<file path="config.mk">
export PLATFORM = sky130hd
export DESIGN_NAME = fetch_unit
export DESIGN_NICKNAME = d
export VERILOG_FILES = /design/src/rtl/fetch_unit.sv
export SDC_FILE = /design/constraint.sdc
export NUM_CORES = 1
export LEC_CHECK = 0
export ABC_AREA = 1
export CAP_MARGIN = 20
export CORE_UTILIZATION = 42
export DETAILED_ROUTE_END_ITERATION = 6
export PLACE_DENSITY = 0.88
export SLEW_MARGIN = 20
export SYNTH_ARGS = -nofsm -noshare
export SYNTH_HDL_FRONTEND = slang
export SYNTH_SLANG_ARGS = --single-unit
</file>
<file path="constraint.sdc">
create_clock -name clk -period 1.65 [get_ports clk]
set_input_delay 0.33 -clock clk [delete_from_list [all_inputs] [get_ports clk]]
set_output_delay 0.33 -clock clk [all_outputs]
set_load 0.02 [all_outputs]
</file>
<file path="src/rtl/fetch_unit.sv">
// fetch_unit: in-order instruction fetch for a small 7-bit byte-addressed ROM.
// Three-state control (IDLE -> RUN <-> HALT). A fetch is issued while RUN and
// not stalled, and the returned word is registered into the IF stage on the
// same edge. Branch/jump redirects override stall and halt detection.
// A word equal to HALT_WORD parks the unit in HALT until a redirect arrives.
//
// Optional feature, enabled by defining FETCH_MISALIGN_CHK_EN:
//   A redirect whose target has nonzero low bits sets a sticky misalign_err.
//   Without the macro, misalign_err is tied low. In both builds the low two
//   bits of the target are cleared.
module fetch_unit #(
  parameter logic [6:0]  RESET_PC  = 7'h00,
  parameter logic [31:0] HALT_WORD = 32'h0010_0073
) (
  input  logic        clk,
  input  logic        rst_n,
  input  logic        stall,
  input  logic        redirect_valid,
  input  logic [6:0]  redirect_pc,
  output logic        rom_en,
  output logic [6:0]  rom_addr,
  input  logic [31:0] rom_data,
  output logic        if_valid,
  output logic [6:0]  if_pc,
  output logic [31:0] if_instr,
  output logic        halted,
  output logic        misalign_err
);

  typedef enum logic [1:0] {
    S_IDLE = 2'd0,
    S_RUN  = 2'd1,
    S_HALT = 2'd2
  } state_t;

  state_t      state_q, state_d;
  logic [6:0]  pc_q, pc_d;
  logic        if_valid_q, if_valid_d;
  logic [6:0]  if_pc_q, if_pc_d;
  logic [31:0] if_instr_q, if_instr_d;

  // Word-aligned form of a byte address (low two bits forced to zero).
  function automatic logic [6:0] align_pc(input logic [6:0] addr);
    return addr & 7'h7C;
  endfunction

  // Sequential successor; 7-bit arithmetic wraps 0x7C back to 0x00.
  function automatic logic [6:0] next_seq_pc(input logic [6:0] addr);
    return addr + 7'd4;
  endfunction

  // A redirect is honoured everywhere except the single IDLE cycle.
  logic take_redirect;
  assign take_redirect = redirect_valid && (state_q != S_IDLE);

  // State register, PC and IF-stage outputs.
  always_ff @(posedge clk or negedge rst_n) begin
    if (!rst_n) begin
      state_q    <= S_IDLE;
      pc_q       <= RESET_PC;
      if_valid_q <= 1'b0;
      if_pc_q    <= 7'h00;
      if_instr_q <= 32'h0000_0000;
    end else begin
      state_q    <= state_d;
      pc_q       <= pc_d;
      if_valid_q <= if_valid_d;
      if_pc_q    <= if_pc_d;
      if_instr_q <= if_instr_d;
    end
  end

  // Next-state and next-IF-stage decode; holding is the default.
  always_comb begin
    state_d    = state_q;
    pc_d       = pc_q;
    if_valid_d = if_valid_q;
    if_pc_d    = if_pc_q;
    if_instr_d = if_instr_q;
    case (state_q)
      S_IDLE: begin
        state_d = S_RUN;
      end
      S_RUN: begin
        if (take_redirect) begin
          pc_d       = align_pc(redirect_pc);
          if_valid_d = 1'b0;
        end else if (!stall) begin
          if_instr_d = rom_data;
          if_pc_d    = pc_q;
          if_valid_d = 1'b1;
          if (rom_data == HALT_WORD) begin
            state_d = S_HALT;
          end else begin
            pc_d = next_seq_pc(pc_q);
          end
        end
      end
      S_HALT: begin
        if (take_redirect) begin
          pc_d       = align_pc(redirect_pc);
          if_valid_d = 1'b0;
          state_d    = S_RUN;
        end else if (!stall) begin
          if_valid_d = 1'b0;
        end
      end
      default: begin
        state_d = S_IDLE;
      end
    endcase
  end

`ifdef FETCH_MISALIGN_CHK_EN
  logic misalign_q, misalign_d;

  // Sticky flag: set by any honoured redirect with a non-word-aligned target.
  always_comb begin
    misalign_d = misalign_q;
    if (take_redirect && (redirect_pc[1:0] != 2'b00)) begin
      misalign_d = 1'b1;
    end
  end

  // Misalignment flag register, cleared only by reset.
  always_ff @(posedge clk or negedge rst_n) begin
    if (!rst_n) begin
      misalign_q <= 1'b0;
    end else begin
      misalign_q <= misalign_d;
    end
  end

  assign misalign_err = misalign_q;
`else
  assign misalign_err = 1'b0;
`endif

  assign rom_en   = (state_q == S_RUN) && !stall;
  assign rom_addr = pc_q;
  assign halted   = (state_q == S_HALT);
  assign if_valid = if_valid_q;
  assign if_pc    = if_pc_q;
  assign if_instr = if_instr_q;

endmodule

</file>
# Word-level counts from Yosys, hierarchy flattened
# Index checks and enable logic that the tools add are counted.
# totals
reg_bits	49
latchBits	0
ram_bits	0
rom_bits	0
input_bits	43
out_inout_bits	50
wordCells	43
n_memories	0
# op_classes
add_sub_neg	1
mul	0
n_div	0
magnitude_cmp	0
n_eq_ne	10
shifts	0
mux	15
bitwise	2
n_reduce_logical	10
# op_table
op	count
== test 32 x 21 -> 1 bit, second input constant	1
2-to-1 mux 7 bit	4
one-hot mux 7 bit (2 select lines)	1
2-to-1 mux 2 bit	4
AND reduction 4 bit	2
adder 7 x 3 -> 7 bit, second input constant	1
inequality test 2 bit, second input constant	3
inequality test 3 bit, second input constant	2
one-hot mux 2 bit (3 select lines)	1
AND reduction 3 bit	2
2-to-1 mux 1 bit	4
nonzero test 2 bit	2
inequality test 3 x 2 -> 1 bit, second input constant	1
== test 2 x 1 -> 1 bit, second input constant	1
== test 2 bit, second input constant	1
logical AND 1 bit	2
zero test 2 bit	1
inequality test 2 x 1 -> 1 bit, second input constant	1
NOT 1 bit	2
one-hot mux 1 bit (2 select lines)	1
zero test 1 bit	1

# Depth between registers and ports, before layout
# logic_depth
word_depth	5
ltp_mapped	12
mapped_depth_nobuf	12

# Worst setup path after synthesis
# OpenSTA, ideal clock, no wires.
# synth_path
path_kind	register to register
start	reg state_q[0]
end	reg pc_q[3] (netlist: rom_addr[3])
setup_ns	0.117
arrival_time_ns	1.545
t_required_ns	1.533
path_slack_ns	-0.012
path_stages_with_launch	8
n_path_buf	0
synth_period_minus_slack_ns	1.662
cell_sequence	dfrtp_1 -> inv_1 -> ha_1 -> inv_1 -> nand2_2 -> mux2_2 -> nand3_1 -> nand2_1
# synth_via
elab_cells_between_ends	11
cone_classes	eq/ne (5); mux (2); reduce/logical (4)
# synth_lines
element	line_no	source
from (decl)	36	state_t state_q, state_d;
from (signal assigned)	65	state_q <= state_d;
== test 2 bit (*)	n/a	
net halted	26	output logic halted,
inequality test 2 x 1 -> 1 bit (no line) or nonzero test 2 bit (tied branches)	n/a	
AND reduction 4 bit (no line)	n/a	
to (signal assigned)	66	pc_q <= pc_d;
to (decl)	37	logic [6:0] pc_q, pc_d;
# The timed path passes the listed nets; every way through them passes the cells marked *.
# A chain may end at the register's enable or synchronous reset.

# Final worst setup path
# layout_path
start	reg state_q[1]
end	out rom_en
# layout_via
elab_chain_cells	2
# layout_rtl
element	line_no	source
== test 2 x 1 -> 1 bit	139	assign rom_en = (state_q == S_RUN) && !stall;
logical AND 1 bit	139	
to (decl)	20	output logic rom_en,
# Every way passes these cells.

==> impl_metrics.tcl <==
set metrics [dict create \
    swShare_pct 29.8 \
    arrival_ns 1.31 \
    worstSetupStartpointType "flop" \
    slowest_delay_ns 0.39 \
    rr_endpoint "if_instr[28]" \
    intPower_mw 2.22 \
    ff2ff_setup_slack_ns 0.04 \
    max-vdd-ir-drop_v 0.000507 \
    use_met3_pct 4.39 \
    cts_buffers 5 \
    max_freq_ghz 0.608 \
    path_class "reg2out" \
    post-route-drc-count 0 \
    clkSlewWorstSetupHoldPaths_ns 0.08 \
    grt_max_degree 46 \
    crit_path_max_fanout 2 \
    drtIter0Drc 39 \
    die_h_um 73.5 \
    maxCapViolCount 0 \
    finalCriticalPeriod_ns 1.64 \
    wl_per_cell_um 13.2 \
    final_area_mm2 0.00330 \
    die_x_um 73.5 \
    routabilityCongestion 0.842 \
    final_common_cell "clkdlybuf4s50_1" \
    final_nets 339 \
    num_rows 25 \
    viasPerCell 4.73 \
    hold_violations 0 \
    crit_top_cell "inv_2" \
    track_usage_pct 18.1 \
    synthCells 189 \
    ys_types 23 \
    critPathSlowestCell "dfrtp_1" \
    postRouteWirelength_mm 4.75 \
    placed_cell_area_mm2 0.00317 \
    use_met2_pct 32.1 \
    cts_tree "built" \
    clk_latency_ns 0.28 \
    ys_top_cells_by_area "dfrtp_1, mux2_2, nand2_1, ha_1, nor2_1" \
    antenna_cells 0 \
    drt_first_pass_iters 4 \
    ios 93 \
    vias 1697 \
    comb_power_share_pct 32.8 \
    seqPwrFrac_pct 44.0 \
    overflow 0 \
    switching_power_mw 0.942 \
    r2r_cells 8 \
    grt_util_met1_pct 21.6 \
    required_ns 1.32 \
    avgSynthCellArea_um2 11.4 \
    yosysSeqAreaShare_pct 52.5 \
    endpoint_kind "output pin" \
    synth.top_cell.area_share_pct 52.5 \
    crit_chain "inv_2, buf_4, ha_2, inv_2, nor2_4, buf_6" \
    power_density_mw_per_mm2 958 \
    fin_skew_ns 0.00206 \
    syn_to_final_growth_pct 53.7 \
    leakagePower_nw 1.44 \
    finalMaxSlewViolations 0 \
    busiest_layer "met2" \
    drtAntennaViolNets 0 \
    grt_pass1_wl_mm 7.40 \
    synth.ff_latch_count 45 \
    fin_total_pwr_mw 3.16 \
    r2r-start "state_q[1]" \
    synth_warnings 0 \
    syn_area_mm2 0.00215 \
    drive_above_1_share_pct 27.7 \
    hold_class "in2async" \
    grt_antenna_before_repair 0 \
    rsz0062_at_grt "yes" \
    dp_hpwl_mm 3.63 \
    cts_sinks 45 \
    numPortBuffers 85 \
    clkPwrFrac_pct 23.2 \
    yosysTopAreaCell "dfrtp_1" \
    grt_pass1_vias 1658 \
    start_util_pct 44.5 \
    ctsLongestPathBuffers 2 \
    most-common-layout-cells "clkdlybuf4s50_1, dfrtp_1, mux2_2" \
    root_buffer "clkbuf_8" \
    core_mm2 0.00482 \
    setup_viol 0 \
    post-route-period-util_pct 99.6 \
    htree_levels 2 \
    outcome "complete, no violations" \
    design.die.area_mm2 0.00540 \
]
==> worst max-delay path, delay by kind of cell, from the launching register on <==
family                     cells  cell delay, ns
adders and majority gates      1            0.18
and+or+nand+nor                1            0.10
buffers and inverters          4            0.36
DFF                            1            0.39
==> state kept, by name (all words and copies together) (netlist names) <==
signal,cells
if_instr,32
state_q,2
rom_addr,5
if_pc,5
if_valid,1
==> stage by stage <==
step           cells  utilization [%]  worst slack, ns  hold WS (ns)  setup TNS, ns
5_1_grt          359             68.5          -0.0861        0.0212          -1.22
3_5_place_dp     350             65.7           -0.250         0.329          -3.33
2_1_floorplan    193                -           0.0970        0.0344              0
3_3_place_gp     350             65.7           -0.207         0.329          -3.07
6_report         359             68.5          0.00598       0.00953              0
4_1_cts          358             67.6          0.00278        0.0179              0
==> kinds of logic after synthesis <==
logic type	synth area share, %
and+or+nand+nor	15.3
AOI/OAI and AO/OA	3.96
xor gates and xnor gates	1.22
adders and majority gates	2.92
muxes	18.4
DFF	52.5
buffers and inverters	5.60
other	0.175
==> repair_timing <==
action,4_1_cts,5_1_grt
hold buffers,0,0
endpoints found under the setup margin,7,44
pin swaps,0,7
buffers inserted,0,1
resized for setup,11,16
==> worst max path at each step <==
stage,startpoint,to,slack (ns),cells after the start
CTS,state_q[1],if_instr[26],0.003,8
global placement,stall,rom_en,-0.21,3
finish,state_q[1],rom_en,0.006,6
detailed placement,stall,rom_en,-0.25,3
floorplan,state_q[0],rom_addr[3],0.1,7
global route,state_q[1],rom_addr[5],-0.09,13
==> final cells by class <==
type / instances / area, µm²
Clock buffer: 7 / 96.3
Fill cell: 402 / 1520
Timing Repair Buffer: 100 / 1010
Sequential cell: 45 / 1130
Clock inverter: 1 / 5.00
Inverter: 10 / 37.5
Tap cell: 67 / 83.8
Multi-Input combinational cell: 129 / 943
==> routing by layer <==
layer	up-vias	wire length, µm
met4	0	14
met1	808	2020
met5	-	0
li1	821	-
met2	66	2420
met3	2	294
==> synth_stat cells, drive strengths merged <==
cell type / n
ha: 5
conb: 1
nand3: 9
o21ai: 10
mux2: 35
o21bai: 1
dfrtp: 45
xnor2: 1
xor2: 2
nand2: 39
a21oi: 1
inv: 10
buf: 9
nand4: 3
nor2: 18
==> power by group through the flow <==
stage / Combinational (mW) / Sequential [mW] / Clock [mW]
floorplan: 0.270 / 1.63 / 0
detailed placement: 1.05 / 1.42 / 0
CTS: 1.04 / 1.39 / 0.754
global placement: 1.03 / 1.40 / 0
finish: 1.04 / 1.39 / 0.732
global route: 1.11 / 1.41 / 0.794
(Power assumes the default switching activity.)
